File: config.mk
export PLATFORM = sky130hd
export DESIGN_NAME = alu_op_sequencer_flat
export DESIGN_NICKNAME = d
export VERILOG_FILES = /design/src/rtl/alu_seq_if.sv /design/src/rtl/alu_op_sequencer.sv /design/src/flat_wrapper.sv
export SDC_FILE = /design/constraint.sdc
export NUM_CORES = 1
export LEC_CHECK = 0
export CAP_MARGIN = 40
export CORE_MARGIN = 8
export CORE_UTILIZATION = 35
export CTS_BUF_LIST = sky130_fd_sc_hd__clkbuf_4 sky130_fd_sc_hd__clkbuf_8
export CTS_CLUSTER_DIAMETER = 30
export DETAILED_ROUTE_END_ITERATION = 12
export MAX_ROUTING_LAYER = met4
export PLACE_DENSITY_LB_ADDON = 0.05
export SLEW_MARGIN = 5
export SYNTH_ARGS = -nofsm -noshare
export SYNTH_HDL_FRONTEND = slang
export SYNTH_SLANG_ARGS = --single-unit
File: constraint.sdc
create_clock -name clk -period 2.05 [get_ports clk]
set_input_delay 0.205 -clock clk [delete_from_list [all_inputs] [get_ports clk]]
set_output_delay 0.205 -clock clk [all_outputs]
set_load 0.005 [all_outputs]
File: src/rtl/alu_seq_if.sv
// Request/response bundle between an ALU op issuer (master) and alu_op_sequencer (slave).
interface alu_seq_if #(
    parameter int unsigned DATA_W = 8
);
    logic              req_valid;
    logic              req_ready;
    logic [3:0]        req_opcode;
    logic [DATA_W-1:0] req_a;
    logic [DATA_W-1:0] req_b;

    logic              rsp_valid;
    logic              rsp_ready;
    logic [DATA_W-1:0] rsp_result;
    logic              rsp_carry;
    logic              rsp_zero;
    logic [7:0]        rsp_ctrl;
    logic              rsp_branch;
    logic              rsp_store;

    modport master (
        output req_valid, req_opcode, req_a, req_b, rsp_ready,
        input  req_ready, rsp_valid, rsp_result, rsp_carry, rsp_zero,
               rsp_ctrl, rsp_branch, rsp_store
    );

    modport slave (
        input  req_valid, req_opcode, req_a, req_b, rsp_ready,
        output req_ready, rsp_valid, rsp_result, rsp_carry, rsp_zero,
               rsp_ctrl, rsp_branch, rsp_store
    );
endinterface

File: src/rtl/alu_op_sequencer.sv
// Multi-cycle ALU operation sequencer: accepts one op, decodes it through a
// 16-entry control table, executes (bit-serial shifts by default) and returns
// a registered response.
// Optional macro ALU_SEQ_FAST_SHIFT_EN: single-cycle barrel shifter for
// shl/shr/rol/ror instead of one bit per cycle.
module alu_op_sequencer #(
    parameter int unsigned DATA_W  = 8,
    parameter int unsigned SHAMT_W = 3
) (
    input  logic       clk,
    input  logic       rst_n,
    alu_seq_if.slave   bus,
    output logic       busy
);

    typedef enum logic [2:0] {
        S_IDLE,
        S_DECODE,
        S_EXEC,
        S_WB,
        S_RESP
    } state_t;

    state_t              state_q;
    state_t              state_d;

    logic [3:0]          op_q;
    logic [DATA_W-1:0]   a_q;
    logic [DATA_W-1:0]   b_q;
    logic [7:0]          ctrl_q;
    logic [SHAMT_W-1:0]  cnt_q;
    logic [DATA_W-1:0]   work_q;
    logic                carry_q;

    logic [3:0]          func;
    logic [SHAMT_W-1:0]  amt;
    logic                accept;
    logic                shift_iter;
    logic [DATA_W:0]     sum_w;
    logic [DATA_W-1:0]   alu_res;
    logic                alu_carry;
    logic                branch_taken;

    assign func   = ctrl_q[5:2];
    assign amt    = b_q[SHAMT_W-1:0];
    assign accept = bus.req_valid && bus.req_ready;
    assign sum_w  = {1'b0, a_q} + {1'b0, b_q};

`ifdef ALU_SEQ_FAST_SHIFT_EN
    logic [SHAMT_W:0] rot_back;
    assign rot_back   = (SHAMT_W+1)'(DATA_W) - {1'b0, amt};
    assign shift_iter = 1'b0;
`else
    assign shift_iter = (func >= 4'd6) && (func <= 4'd9);
`endif

    // Opcode to control word: {2'b00, fn, 2'b01}, with jump/beq carrying extra flag bits.
    function automatic logic [7:0] ctrl_lookup(input logic [3:0] op);
        case (op)
            4'd14:   return 8'hF9;
            4'd15:   return 8'hFD;
            default: return {2'b00, op, 2'b01};
        endcase
    endfunction

    // State register.
    always_ff @(posedge clk or negedge rst_n) begin
        if (!rst_n) begin
            state_q <= S_IDLE;
        end else begin
            state_q <= state_d;
        end
    end

    // Next-state logic; WB is the cycle that loads the response registers.
    always_comb begin
        state_d = state_q;
        case (state_q)
            S_IDLE:   if (accept) state_d = S_DECODE;
            S_DECODE: state_d = S_EXEC;
            S_EXEC:   if (!shift_iter || (cnt_q <= SHAMT_W'(1))) state_d = S_WB;
            S_WB:     state_d = S_RESP;
            S_RESP:   if (bus.rsp_ready) state_d = S_IDLE;
            default:  state_d = S_IDLE;
        endcase
    end

    // Single-cycle ALU result from the captured operands.
    always_comb begin
        alu_res   = '0;
        alu_carry = 1'b0;
        if (ctrl_q[0]) begin
            case (func)
                4'd0: {alu_carry, alu_res} = sum_w;
                4'd1: begin
                    alu_res   = a_q - b_q;
                    alu_carry = (a_q >= b_q);
                end
                4'd2: alu_res = a_q & b_q;
                4'd3: alu_res = a_q | b_q;
                4'd4: alu_res = a_q ^ b_q;
                4'd5: alu_res = ~a_q;
`ifdef ALU_SEQ_FAST_SHIFT_EN
                4'd6: {alu_carry, alu_res} = {1'b0, a_q} << amt;
                4'd7: {alu_res, alu_carry} = {a_q, 1'b0} >> amt;
                4'd8: begin
                    alu_res   = (a_q << amt) | (a_q >> rot_back);
                    alu_carry = (amt != '0) && alu_res[0];
                end
                4'd9: begin
                    alu_res   = (a_q >> amt) | (a_q << rot_back);
                    alu_carry = (amt != '0) && alu_res[DATA_W-1];
                end
`endif
                4'd10, 4'd13, 4'd14, 4'd15: alu_res = b_q;
                4'd11, 4'd12:               alu_res = a_q;
                default: ;
            endcase
        end
    end

    // Control-flow decision from the captured operands.
    always_comb begin
        branch_taken = 1'b0;
        case (func)
            4'd13:   branch_taken = (a_q != '0);
            4'd14:   branch_taken = 1'b1;
            4'd15:   branch_taken = (a_q == b_q);
            default: branch_taken = 1'b0;
        endcase
    end

    // Operand capture, decode, execute and working registers.
    always_ff @(posedge clk or negedge rst_n) begin
        if (!rst_n) begin
            op_q    <= '0;
            a_q     <= '0;
            b_q     <= '0;
            ctrl_q  <= '0;
            cnt_q   <= '0;
            work_q  <= '0;
            carry_q <= 1'b0;
        end else begin
            case (state_q)
                S_IDLE: begin
                    if (accept) begin
                        op_q <= bus.req_opcode;
                        a_q  <= bus.req_a;
                        b_q  <= bus.req_b;
                    end
                end
                S_DECODE: begin
                    ctrl_q  <= ctrl_lookup(op_q);
                    cnt_q   <= amt;
                    work_q  <= a_q;
                    carry_q <= 1'b0;
                end
                S_EXEC: begin
                    if (shift_iter) begin
                        if (cnt_q != '0) begin
                            cnt_q <= cnt_q - SHAMT_W'(1);
                            case (func)
                                4'd6: {carry_q, work_q} <= {work_q, 1'b0};
                                4'd7: {work_q, carry_q} <= {1'b0, work_q};
                                4'd8: begin
                                    work_q  <= {work_q[DATA_W-2:0], work_q[DATA_W-1]};
                                    carry_q <= work_q[DATA_W-1];
                                end
                                default: begin
                                    work_q  <= {work_q[0], work_q[DATA_W-1:1]};
                                    carry_q <= work_q[0];
                                end
                            endcase
                        end
                    end else begin
                        work_q  <= alu_res;
                        carry_q <= alu_carry;
                    end
                end
                default: ;
            endcase
        end
    end

    // Registered handshake, status and response outputs.
    always_ff @(posedge clk or negedge rst_n) begin
        if (!rst_n) begin
            bus.req_ready  <= 1'b1;
            bus.rsp_valid  <= 1'b0;
            bus.rsp_result <= '0;
            bus.rsp_carry  <= 1'b0;
            bus.rsp_zero   <= 1'b0;
            bus.rsp_ctrl   <= '0;
            bus.rsp_branch <= 1'b0;
            bus.rsp_store  <= 1'b0;
            busy           <= 1'b0;
        end else begin
            bus.req_ready <= (state_d == S_IDLE);
            bus.rsp_valid <= (state_d == S_RESP);
            busy          <= (state_d != S_IDLE);
            if (state_q == S_WB) begin
                bus.rsp_result <= work_q;
                bus.rsp_carry  <= carry_q;
                bus.rsp_zero   <= (work_q == '0);
                bus.rsp_ctrl   <= ctrl_q;
                bus.rsp_branch <= branch_taken;
                bus.rsp_store  <= (func == 4'd12);
            end else if ((state_q == S_RESP) && bus.rsp_ready) begin
                bus.rsp_result <= '0;
                bus.rsp_carry  <= 1'b0;
                bus.rsp_zero   <= 1'b0;
                bus.rsp_ctrl   <= '0;
                bus.rsp_branch <= 1'b0;
                bus.rsp_store  <= 1'b0;
            end
        end
    end

endmodule

File: src/flat_wrapper.sv
// flat-port wrapper written by rule: the top's interface ports become plain ports
module alu_op_sequencer_flat 
#(
    parameter int unsigned DATA_W  = 8,
    parameter int unsigned SHAMT_W = 3
)
  (clk, rst_n, busy, bus_req_valid, bus_req_opcode, bus_req_a, bus_req_b, bus_rsp_ready, bus_req_ready, bus_rsp_valid, bus_rsp_result, bus_rsp_carry, bus_rsp_zero, bus_rsp_ctrl, bus_rsp_branch, bus_rsp_store);
  alu_seq_if #(.DATA_W(DATA_W)) bus_i ();
  input  logic clk;
  input  logic rst_n;
  output logic busy;
  input wire logic [$bits(bus_i.req_valid)-1:0] bus_req_valid;
  input wire logic [$bits(bus_i.req_opcode)-1:0] bus_req_opcode;
  input wire logic [$bits(bus_i.req_a)-1:0] bus_req_a;
  input wire logic [$bits(bus_i.req_b)-1:0] bus_req_b;
  input wire logic [$bits(bus_i.rsp_ready)-1:0] bus_rsp_ready;
  output wire logic [$bits(bus_i.req_ready)-1:0] bus_req_ready;
  output wire logic [$bits(bus_i.rsp_valid)-1:0] bus_rsp_valid;
  output wire logic [$bits(bus_i.rsp_result)-1:0] bus_rsp_result;
  output wire logic [$bits(bus_i.rsp_carry)-1:0] bus_rsp_carry;
  output wire logic [$bits(bus_i.rsp_zero)-1:0] bus_rsp_zero;
  output wire logic [$bits(bus_i.rsp_ctrl)-1:0] bus_rsp_ctrl;
  output wire logic [$bits(bus_i.rsp_branch)-1:0] bus_rsp_branch;
  output wire logic [$bits(bus_i.rsp_store)-1:0] bus_rsp_store;
  assign bus_i.req_valid = bus_req_valid;
  assign bus_i.req_opcode = bus_req_opcode;
  assign bus_i.req_a = bus_req_a;
  assign bus_i.req_b = bus_req_b;
  assign bus_i.rsp_ready = bus_rsp_ready;
  assign bus_req_ready = bus_i.req_ready;
  assign bus_rsp_valid = bus_i.rsp_valid;
  assign bus_rsp_result = bus_i.rsp_result;
  assign bus_rsp_carry = bus_i.rsp_carry;
  assign bus_rsp_zero = bus_i.rsp_zero;
  assign bus_rsp_ctrl = bus_i.rsp_ctrl;
  assign bus_rsp_branch = bus_i.rsp_branch;
  assign bus_rsp_store = bus_i.rsp_store;
  alu_op_sequencer #(.DATA_W(DATA_W), .SHAMT_W(SHAMT_W)) u_core (.clk(clk), .rst_n(rst_n), .bus(bus_i), .busy(busy));
endmodule
Yosys cells after proc, flatten, opt, wreduce, memory -nomap -nowiden
Index checks and enable logic that the tools add are counted.
W data, S select, Z words.
- mux-type cells: 29
- equal/unequal tests: 25
- bitwise gates (word level): 4
- $lt $le $gt $ge: 4
- $add $sub $neg: 3
- reductions and logical operators: 20
- operator list (kind ; number):
    $pmux W8 S8 ; 1
    $mux W8 ; 6
    $eq A4 B4 Y1 const B ; 9
    $pmux W8 S2 ; 2
    $pmux W8 S3 ; 1
    $eq A4 B3 Y1 const B ; 4
    $mux W3 ; 5
    $pmux W3 S5 ; 1
    $add A8 B8 Y9 ; 1
    $mux W1 ; 9
    $and A8 B8 Y8 ; 1
    $eq A4 B2 Y1 const B ; 2
    $eq A8 B8 Y1 ; 1
    $ge A8 B8 Y1 ; 1
    $logic_not A8 Y1 ; 1
    $not A8 Y8 ; 1
    $or A8 B8 Y8 ; 1
    $reduce_bool A8 Y1 ; 1
    $sub A8 B8 Y8 ; 1
    $xor A8 B8 Y8 ; 1
    $eq A3 B2 Y1 const B ; 2
    $eq A3 B3 Y1 const B ; 2
    $logic_not A3 Y1 ; 2
    $pmux W3 S2 ; 1
    20 further kinds ; 28
- input port bits: 24
- bits in registers: 66
- output and inout bits: 23
- word-level logic and storage cells: 102

Depth between registers and ports, before layout
Gate-level depths: netlist of run 1.
- depth in word-level cells: 7
- depth in mapped cells: 9
- gate-level depth less buffers: 9

Worst setup path before layout of run 1
No wires, ideal clock.
- path kind: reg2reg
- from: reg u_core.a_q[4]
- to: reg u_core.work_q[7]
- arrival: 2.088 ns
- setup time: 0.124 ns
- path buffers: 1
- required time: 1.926 ns
- stages on the path, launching flop included: 10
- path slack: -0.162 ns
- period minus slack after synthesis: 2.212 ns
- cell sequence: dfrtp_1 > inv_1 > ha_1 > buf_4 > and3_4 > a2111oi_4 > a21oi_2 > nor3_2 > mux2i_1 > a211o_1
- word-level cells in the longest chain between the ends: 5
- ends and longest elaborated chain (what ; line ; text):
    from (decl) ; alu_op_sequencer.sv:28 ; logic [DATA_W-1:0] a_q;
    from (signal assigned) ; alu_op_sequencer.sv:148 ; a_q <= bus.req_a;
    $sub A8 B8 Y8 / $add A8 B8 Y9 (equally long branches) ; alu_op_sequencer.sv:96, alu_op_sequencer.sv:47 ;
    $pmux W8 S8 (*) ; alu_op_sequencer.sv:93 ; case (func)
    $mux W8 (*) ; alu_op_sequencer.sv:92 ; if (ctrl_q[0]) begin
    $mux W8 (*) ; alu_op_sequencer.sv:159 ; if (shift_iter) begin
    $pmux W8 S2 (*) ; alu_op_sequencer.sv:144 ; case (state_q)
    to (signal assigned) ; alu_op_sequencer.sv:163 ; 4'd6: {carry_q, work_q} <= {work_q, 1'b0};
    to (signal assigned) ; alu_op_sequencer.sv:164 ; 4'd7: {work_q, carry_q} <= {1'b0, work_q};
    to (signal assigned) ; alu_op_sequencer.sv:166 ; work_q <= {work_q[DATA_W-2:0], work_q[DATA_W-1]};
    to (decl) ; alu_op_sequencer.sv:32 ; logic [DATA_W-1:0] work_q;
Mark *: on every way between the ends. The rest lies on a longest branch, timed or not.
A chain may end at the register's enable or synchronous reset.

Worst setup path in the final report of run 1
- from: reg u_core.a_q[0]
- to: reg u_core.work_q[6]
Same word-level chain as after synthesis.

==> results of run 1 <==
## synth_stat cells, types with 7 or more instances
cell / number
dfrtp_1: 61
mux2_2: 7
nor2_1: 24
buf_2: 12
nand3_1: 9
o31ai_1: 7
a22o_1: 16
a21oi_1: 24
ha_1: 28
o21ai_0: 35
o211ai_1: 7
nand2_1: 45
inv_1: 31
a211oi_1: 7
nor4_1: 7
mux2i_1: 9
a21o_1: 7
clkbuf_1: 9
## worst reg2reg max path, stage by stage (launching register included)
cell and delay (ps):
dfrtp_2 420, inv_2 70, ha_4 160, fa_2 390
o21bai_4 170, a21oi_4 100, o31a_1 270, a221o_1 310
a21oi_2 160, o22ai_1 90
## routing by layer
| metal | global-route usage [%] | wire [microns] | vias to the layer above |
|---|---|---|---|
| met5 | - | 0 | - |
| met4 | 7.077 | 270 | 0 |
| met3 | 3.477 | 599 | 21 |
| met2 | 26.65 | 6158 | 88 |
| met1 | 24.23 | 6663 | 1880 |
| li1 | - | - | 1915 |
## worst max-delay path by stage
stage                  endpoint  slack [ps]  depth (start not counted)
3_5_place_dp     u_core.carry_q        -270                          8
6_report       u_core.work_q[6]        -200                          9
5_1_grt        u_core.work_q[6]        -260                          9
2_1_floorplan  u_core.work_q[7]         -70                          9
3_3_place_gp     u_core.carry_q        -250                          8
4_1_cts          u_core.carry_q        -200                          8
## layout make-up
cell class              count  area share, %
clock inverters             6          1.157
multi-input cells         334          44.86
repair buffers            139          20.35
well taps                 147          3.093
clock buffers              10          2.314
inverters                  31          1.999
flip-flops and latches     62          26.24
## power breakdown
| part | switching (mW) | leakage [nW] | internal (mW) |
|---|---|---|---|
| clock | 0.575 | 0.103 | 0.601 |
| combinational | 4.28 | 1.73 | 4.08 |
| sequential | 0.559 | 0.763 | 1.81 |
## state kept, by name, summed over array words and instances, names as in the netlist, 4 cells and up
signal / flops
u_core.b_q: 8
u_core.work_q: 8
u_core.a_q: 8
u_core.bus.rsp_ctrl: 6
u_core.op_q: 4
u_core.bus.rsp_result: 8
u_core.ctrl_q: 6
## repair_timing
action,4_1_cts,5_1_grt
pin swaps,20,21
resized for setup,19,31
hold endpoints to repair,20,0
buffers inserted,4,5
hold buffers,1,0
setup endpoints to repair,8,12
## logic make-up (layout without fill, tap and decap cells)
| kind of cell | after synthesis | count (layout) | synth area share (%) |
|---|---|---|---|
| AOI/OAI and AO/OA | 156 | 156 | 26.32 |
| xor gates and xnor gates | 3 | 3 | 0.6170 |
| adders and majority gates | 30 | 30 | 9.166 |
| buffers and inverters | 61 | 186 | 6.874 |
| DFF | 62 | 62 | 36.46 |
| muxes | 17 | 17 | 4.319 |
| other | 1 | 1 | 0.08805 |
| and+or+nand+nor | 127 | 127 | 16.16 |
## cell usage in the layout (no fill, tap or decap), types with 4 or more instances in the layout
| master | n |
|---|---|
| nor2b_1 | 6 |
| o31ai_1 | 5 |
| ha_4 | 4 |
| dfrtp_1 | 55 |
| nand3_1 | 8 |
| a21oi_2 | 6 |
| o21ai_0 | 32 |
| nor2_1 | 23 |
| a22o_1 | 16 |
| mux2i_1 | 9 |
| a211oi_1 | 4 |
| o221ai_1 | 4 |
| a21oi_1 | 18 |
| inv_1 | 28 |
| and3_1 | 4 |
| a221oi_2 | 4 |
| o21ai_1 | 8 |
| a21o_1 | 6 |
| nor3_1 | 6 |
| clkdlybuf4s50_1 | 44 |
| clkbuf_8 | 10 |
| o211ai_1 | 7 |
| dfrtp_2 | 6 |
| nand2_1 | 45 |
| buf_6 | 5 |
| nor4_1 | 5 |
| o2111ai_1 | 4 |
| mux2_2 | 6 |
| buf_4 | 85 |
| ha_1 | 22 |
==> summary.md, run 1 <==
| Metric | Value |
|---|---|
| Placed inst area | `5429 sq um` |
| RR Startpoint | `u_core.a_q[0]` |
| Core ar. | `11960 sq um` |
| Critical path's slowest cell | `dfrtp_2` |
| Syn avg cell area | `9.320 sq um` |
| Status | `finished, violations left` |
| DP HPWL | `10.36 mm` |
| Crit path DAT | `2490 ps` |
| Top post-synthesis cells by area | `dfrtp_1, ha_1, o21ai_0` |
| Layout area overhead | `39.63%` |
| Gr usage total | `18.16%` |
| Die ar. | `15950 sq um` |
| Crit start category | `register` |
| Total area of sequential cells | `1560 sq um` |
| Clock latency on the worst-skew pair | `370 ps` |
| Fin cells | `729` |
| H-tree level count | `3` |
| R2R depth | `9` |
| Cells after synthesis | `457` |
| Post-Route WL | `13.69 mm` |
| Antenna viol nets, final | `0` |
| Max_slew headroom | `61.61%` |
| ANT cells | `0` |
| Hold Vio Cnt, Final | `0` |
| Fin worst setup slack | `-204.9 ps` |
| Filler instances | `1157` |
| Syn_nets | `511` |
| Sequential-to-total area share from yosys stat | `36.46%` |
| Setup_tns | `-718.8 ps` |
| Period minus WS final | `2255 ps` |
| DRC | `0` |
| Number of global-route vias before repair | `3941` |
| CP Buf/Inv Count | `1` |
| Mapped Area | `4259 sq um` |
| Area of the multi-input gates | `2668 sq um` |
| Nets | `631` |
| Largest stage delay, worst path | `420 ps` |
| Pin count of the biggest net entering global routing | `43` |
| Setup violators final | `7` |
| Crit end category | `register` |
| Fmax | `0.4435 GHz` |
| Clk sink count | `62` |
| Total grt overflow | `0` |
| Failing checks | `setup timing` |
| Area leader, netlist | `dfrtp_1` |
| Worst R2R End | `u_core.work_q[6]` |
| Ys Warns | `0` |
| Root Driver | `clkbuf_8` |
| Top Ports | `47` |
| Tot Pwr | `11.91 mW` |
| Global-route wire length before repair | `22.12 mm` |
| DP Worst Slack | `-266.3 ps` |
| Max Buffers Root-to-Sink | `2` |
| I/O Buffers | `45` |
| Synth top area share | `35.84%` |
| Die X-Extent | `126.3 microns` |
| Leak | `2.593 nW` |
| RSZ-0062 raised after global routing | `yes` |
| Post-synth cell types | `71` |
| Reg2Reg Setup Slack | `-200 ps` |
| Crit path max-delay family | `compound AO/OA/AOI/OAI gates` |
| PwrDens | `2003 nW/um^2` |
| Final worst path period share | `110.0%` |
| Clock Skews | `20.18 ps` |
| Inst Count DP | `704` |
| Initial Util | `35.61%` |
| TritonCTS clock tree | `built` |
| Critical path cell sequence | `inv_2 -> ha_4 -> fa_2 -> o21bai_4 -> a21oi_4 -> o31a_1 -> a221o_1 -> a21oi_2 -> o22ai_1` |
| Die Height | `126.3 microns` |
| Initial antenna violation count | `0` |
| TritonCTS buffer count | `9` |
| Crit-path max FO | `4` |
| Design area | `5947 sq um` |
| Routed len/inst | `18.78 microns` |
| Worst Tran Pin Value | `575.9 ps` |
| Number of synthesized register bits | `62` |
| Via/cell ratio | `5.355` |
| MaxCap Viol Count | `0` |
| Share of cells above drive strength 1 | `31.62%` |
| Fin Hold WS | `354.5 ps` |
| Worst setup path start | `u_core.a_q[0]` |
| Core Util, Final | `49.72%` |
| Worst hold path type | `input pin to async pin` |
| FFs w/ async S/R, synth | `100.0%` |
| Top_reg_cell synth | `dfrtp_1` |
| Clk pin slew, worst setup/hold paths | `90 ps` |
| Iter 0 DRT Violations | `274` |
| DRT Pass-1 Iters | `4` |
| Crit path required time | `2290 ps` |
| Row cnt | `40` |
| Post-synth EDFFs | `0` |
| Critical path class | `register to register` |
| Max-slew violation count | `0` |
| Worst VDD drop | `0.7559 mV` |
| Total number of vias | `3904` |
| RePlAce Congestion | `0.9032` |
(Power assumes the default switching activity.)
==> inputs of run 2 (changes only) <==
--- a/config.mk
+++ b/config.mk
@@ -6,7 +6,7 @@
 export NUM_CORES = 1
 export LEC_CHECK = 0
 export CAP_MARGIN = 40
-export CORE_MARGIN = 8
+export CORE_MARGIN = 5
 export CORE_UTILIZATION = 35
 export CTS_BUF_LIST = sky130_fd_sc_hd__clkbuf_4 sky130_fd_sc_hd__clkbuf_8
 export CTS_CLUSTER_DIAMETER = 30
==> run 2 against run 1 <==
  * The flow still finishes with violations (setup timing)
  * Setup slack gained 29 ps
  * Routed wire length shrank 4.0%
  * Register-to-register slack gained 30 ps
  * Die area shrank 9.3%
  * Clock-buffer cell count is the same
  * Critical path depth shrank 1
  * Via count shrank 0.95%
  * Clock skew shrank 9.4 ps
  * Non-clock buffer count grew 2
  * Utilization shrank 0.19 points
  * Clock power grew 9%
  * Critical endpoint is now u_core.work_q[4]
==> summary.md, run 2 (synthesis gave the netlist of run 1 again) <==
| Metric | Value |
|---|---|
| Crit start category | `register (unchanged)` |
| Crit path max-delay family | `compound AO/OA/AOI/OAI gates (unchanged)` |
| I/O Buffers | `45 (unchanged)` |
| DRT Pass-1 Iters | `4 (unchanged)` |
| Routed len/inst | `17.98 microns (was 18.78 microns)` |
| ANT cells | `0 (unchanged)` |
| Total grt overflow | `0 (unchanged)` |
| Max Buffers Root-to-Sink | `2 (unchanged)` |
| CP Buf/Inv Count | `0 (was 1)` |
| Top Ports | `47 (unchanged)` |
| Inst Count DP | `711 (was 704)` |
| Critical path class | `register to register (unchanged)` |
| Most frequent cells in the layout | `buf_4, dfrtp_1, nand2_1, clkdlybuf4s50_1, o21ai_0 (unchanged)` |
| Worst VDD drop | `0.7654 mV (was 0.7559 mV)` |
| Setup violators final | `7 (unchanged)` |
| Iter 0 DRT Violations | `238 (was 274)` |
| Critical path's slowest cell | `dfrtp_2 (unchanged)` |
| Total number of vias | `3867 (was 3904)` |
| Filler instances | `1126 (was 1157)` |
| Clk sink count | `62 (unchanged)` |
| Die X-Extent | `120.3 microns (was 126.3 microns)` |
| RePlAce Congestion | `0.8828 (was 0.9032)` |
| Fmax | `0.4493 GHz (was 0.4435 GHz)` |
| Root Driver | `clkbuf_8 (unchanged)` |
| Die ar. | `14470 sq um (was 15950 sq um)` |
| RSZ-0062 raised after global routing | `yes (unchanged)` |
| Number of global-route vias before repair | `3884 (was 3941)` |
| Final worst path period share | `108.6% (was 110.0%)` |
| Row cnt | `40 (unchanged)` |
| Crit path required time | `2300 ps (was 2290 ps)` |
| Post-Route WL | `13.15 mm (was 13.69 mm)` |
| Core ar. | `11960 sq um (unchanged)` |
| DRC | `0 (unchanged)` |
| Fin worst setup slack | `-175.9 ps (was -204.9 ps)` |
| Leak | `2.601 nW (was 2.593 nW)` |
| PwrDens | `2008 nW/um^2 (was 2003 nW/um^2)` |
| Period minus WS final | `2226 ps (was 2255 ps)` |
| Nets | `633 (was 631)` |
| MaxCap Viol Count | `0 (unchanged)` |
| Status | `finished, violations left (unchanged)` |
| H-tree level count | `3 (unchanged)` |
| Crit-path max FO | `4 (unchanged)` |
| TritonCTS buffer count | `9 (unchanged)` |
| Crit path DAT | `2480 ps (was 2490 ps)` |
| Die Height | `120.3 microns (was 126.3 microns)` |
| Pin count of the biggest net entering global routing | `48 (was 43)` |
| Largest stage delay, worst path | `440 ps (was 420 ps)` |
| Antenna viol nets, final | `0 (unchanged)` |
| Worst setup path start | `u_core.b_q[0] (was u_core.a_q[0])` |
| Layout area overhead | `39.10% (was 39.63%)` |
| Worst hold path type | `input pin to async pin (unchanged)` |
| Clock latency on the worst-skew pair | `370 ps (about the same)` |
| Clock Skews | `10.81 ps (was 20.18 ps)` |
| Max-slew violation count | `0 (unchanged)` |
| Initial Util | `35.61% (unchanged)` |
| TritonCTS clock tree | `built (unchanged)` |
| Global-route wire length before repair | `21.27 mm (was 22.12 mm)` |
| Failing checks | `setup timing (unchanged)` |
| Hold Vio Cnt, Final | `0 (unchanged)` |
| Via/cell ratio | `5.290 (was 5.355)` |
| Core Util, Final | `49.53% (was 49.72%)` |
| Share of cells above drive strength 1 | `30.48% (was 31.62%)` |
| Placed inst area | `5519 sq um (was 5429 sq um)` |
| Fin cells | `731 (was 729)` |
| DP HPWL | `10.18 mm (was 10.36 mm)` |
| Initial antenna violation count | `0 (unchanged)` |
| RR Startpoint | `u_core.b_q[0] (was u_core.a_q[0])` |
| Design area | `5924 sq um (was 5947 sq um)` |
| Critical path cell sequence | `ha_2 -> fa_2 -> a21o_1 -> a21o_1 -> a221oi_2 -> a31oi_1 -> o221ai_1 -> o21ai_1 (was inv_2 -> ha_4 -> fa_2 -> o21bai_4 -> a21oi_4 -> o31a_1 -> a221o_1 -> a21oi_2 -> o22ai_1)` |
| Commonest non-fill, non-tap cell in the layout | `buf_4 (unchanged)` |
| Gr usage total | `19.49% (was 18.16%)` |
| Crit end category | `register (unchanged)` |
| CP most frequent cell | `a21o_1` |
| Clk pin slew, worst setup/hold paths | `80 ps (was 90 ps)` |
[run 2: power by group]
part	total, mW	internal, mW	switching, mW
sequential	2.34	1.81	0.532
clock	1.29	0.726	0.565
combinational	8.26	4.09	4.17
total	11.9	6.62	5.27
[run 2: final cells by class]
cell class              count  area, sq um  area share, %
multi-input cells         334         2599          43.86
clock buffers              10        137.6          2.323
well taps                 147        183.9          3.105
clock inverters             6        92.59          1.563
inverters                  31        118.9          2.006
flip-flops and latches     62         1558          26.29
repair buffers            141         1235          20.84
[run 2: stage by stage]
stage	setup TNS, ps	setup slack (ps)	hold WS (ps)	total power [mW]
floorplan	-82.15	-69.75	-90.59	6.733
global placement	-1204	-197.2	183.6	9.926
detailed placement	-1460	-237.3	184.2	9.920
CTS	-868.3	-169.3	316.3	11.66
global route	-1695	-278.0	336.4	12.82
finish	-889.1	-175.9	307.0	11.89
[run 2: path summary, 6_finish.rpt]
path                                              to  slack [ps]  cells past startpoint
worst max-delay path                u_core.work_q[4]        -180                      8
worst min-delay path                u_core.work_q[7]         310                      2
worst max register to register      u_core.work_q[4]        -180                      8
worst min register to register       u_core.cnt_q[1]         480                      1
max in group asynchronous       u_core.bus.req_ready        1090                      3
min in group clk                       u_core.b_q[4]         370                      3
[run 2: per-layer routing]
metal | track usage [%] | up-vias | share of wire, %
met4 | 5.312 | 0 | 1.6
li1 | - | 1917 | -
met1 | 26.97 | 1853 | 49
met2 | 28.59 | 82 | 44
met5 | - | - | 0
met3 | 4.818 | 15 | 4.8
[run 2: timing repair]
action,in CTS,in global routing
hold endpoints to repair,15,0
pin swaps,7,9
endpoints found under the setup margin,8,9
resized for setup,21,12
setup buffers,2,1
hold buffers,1,0
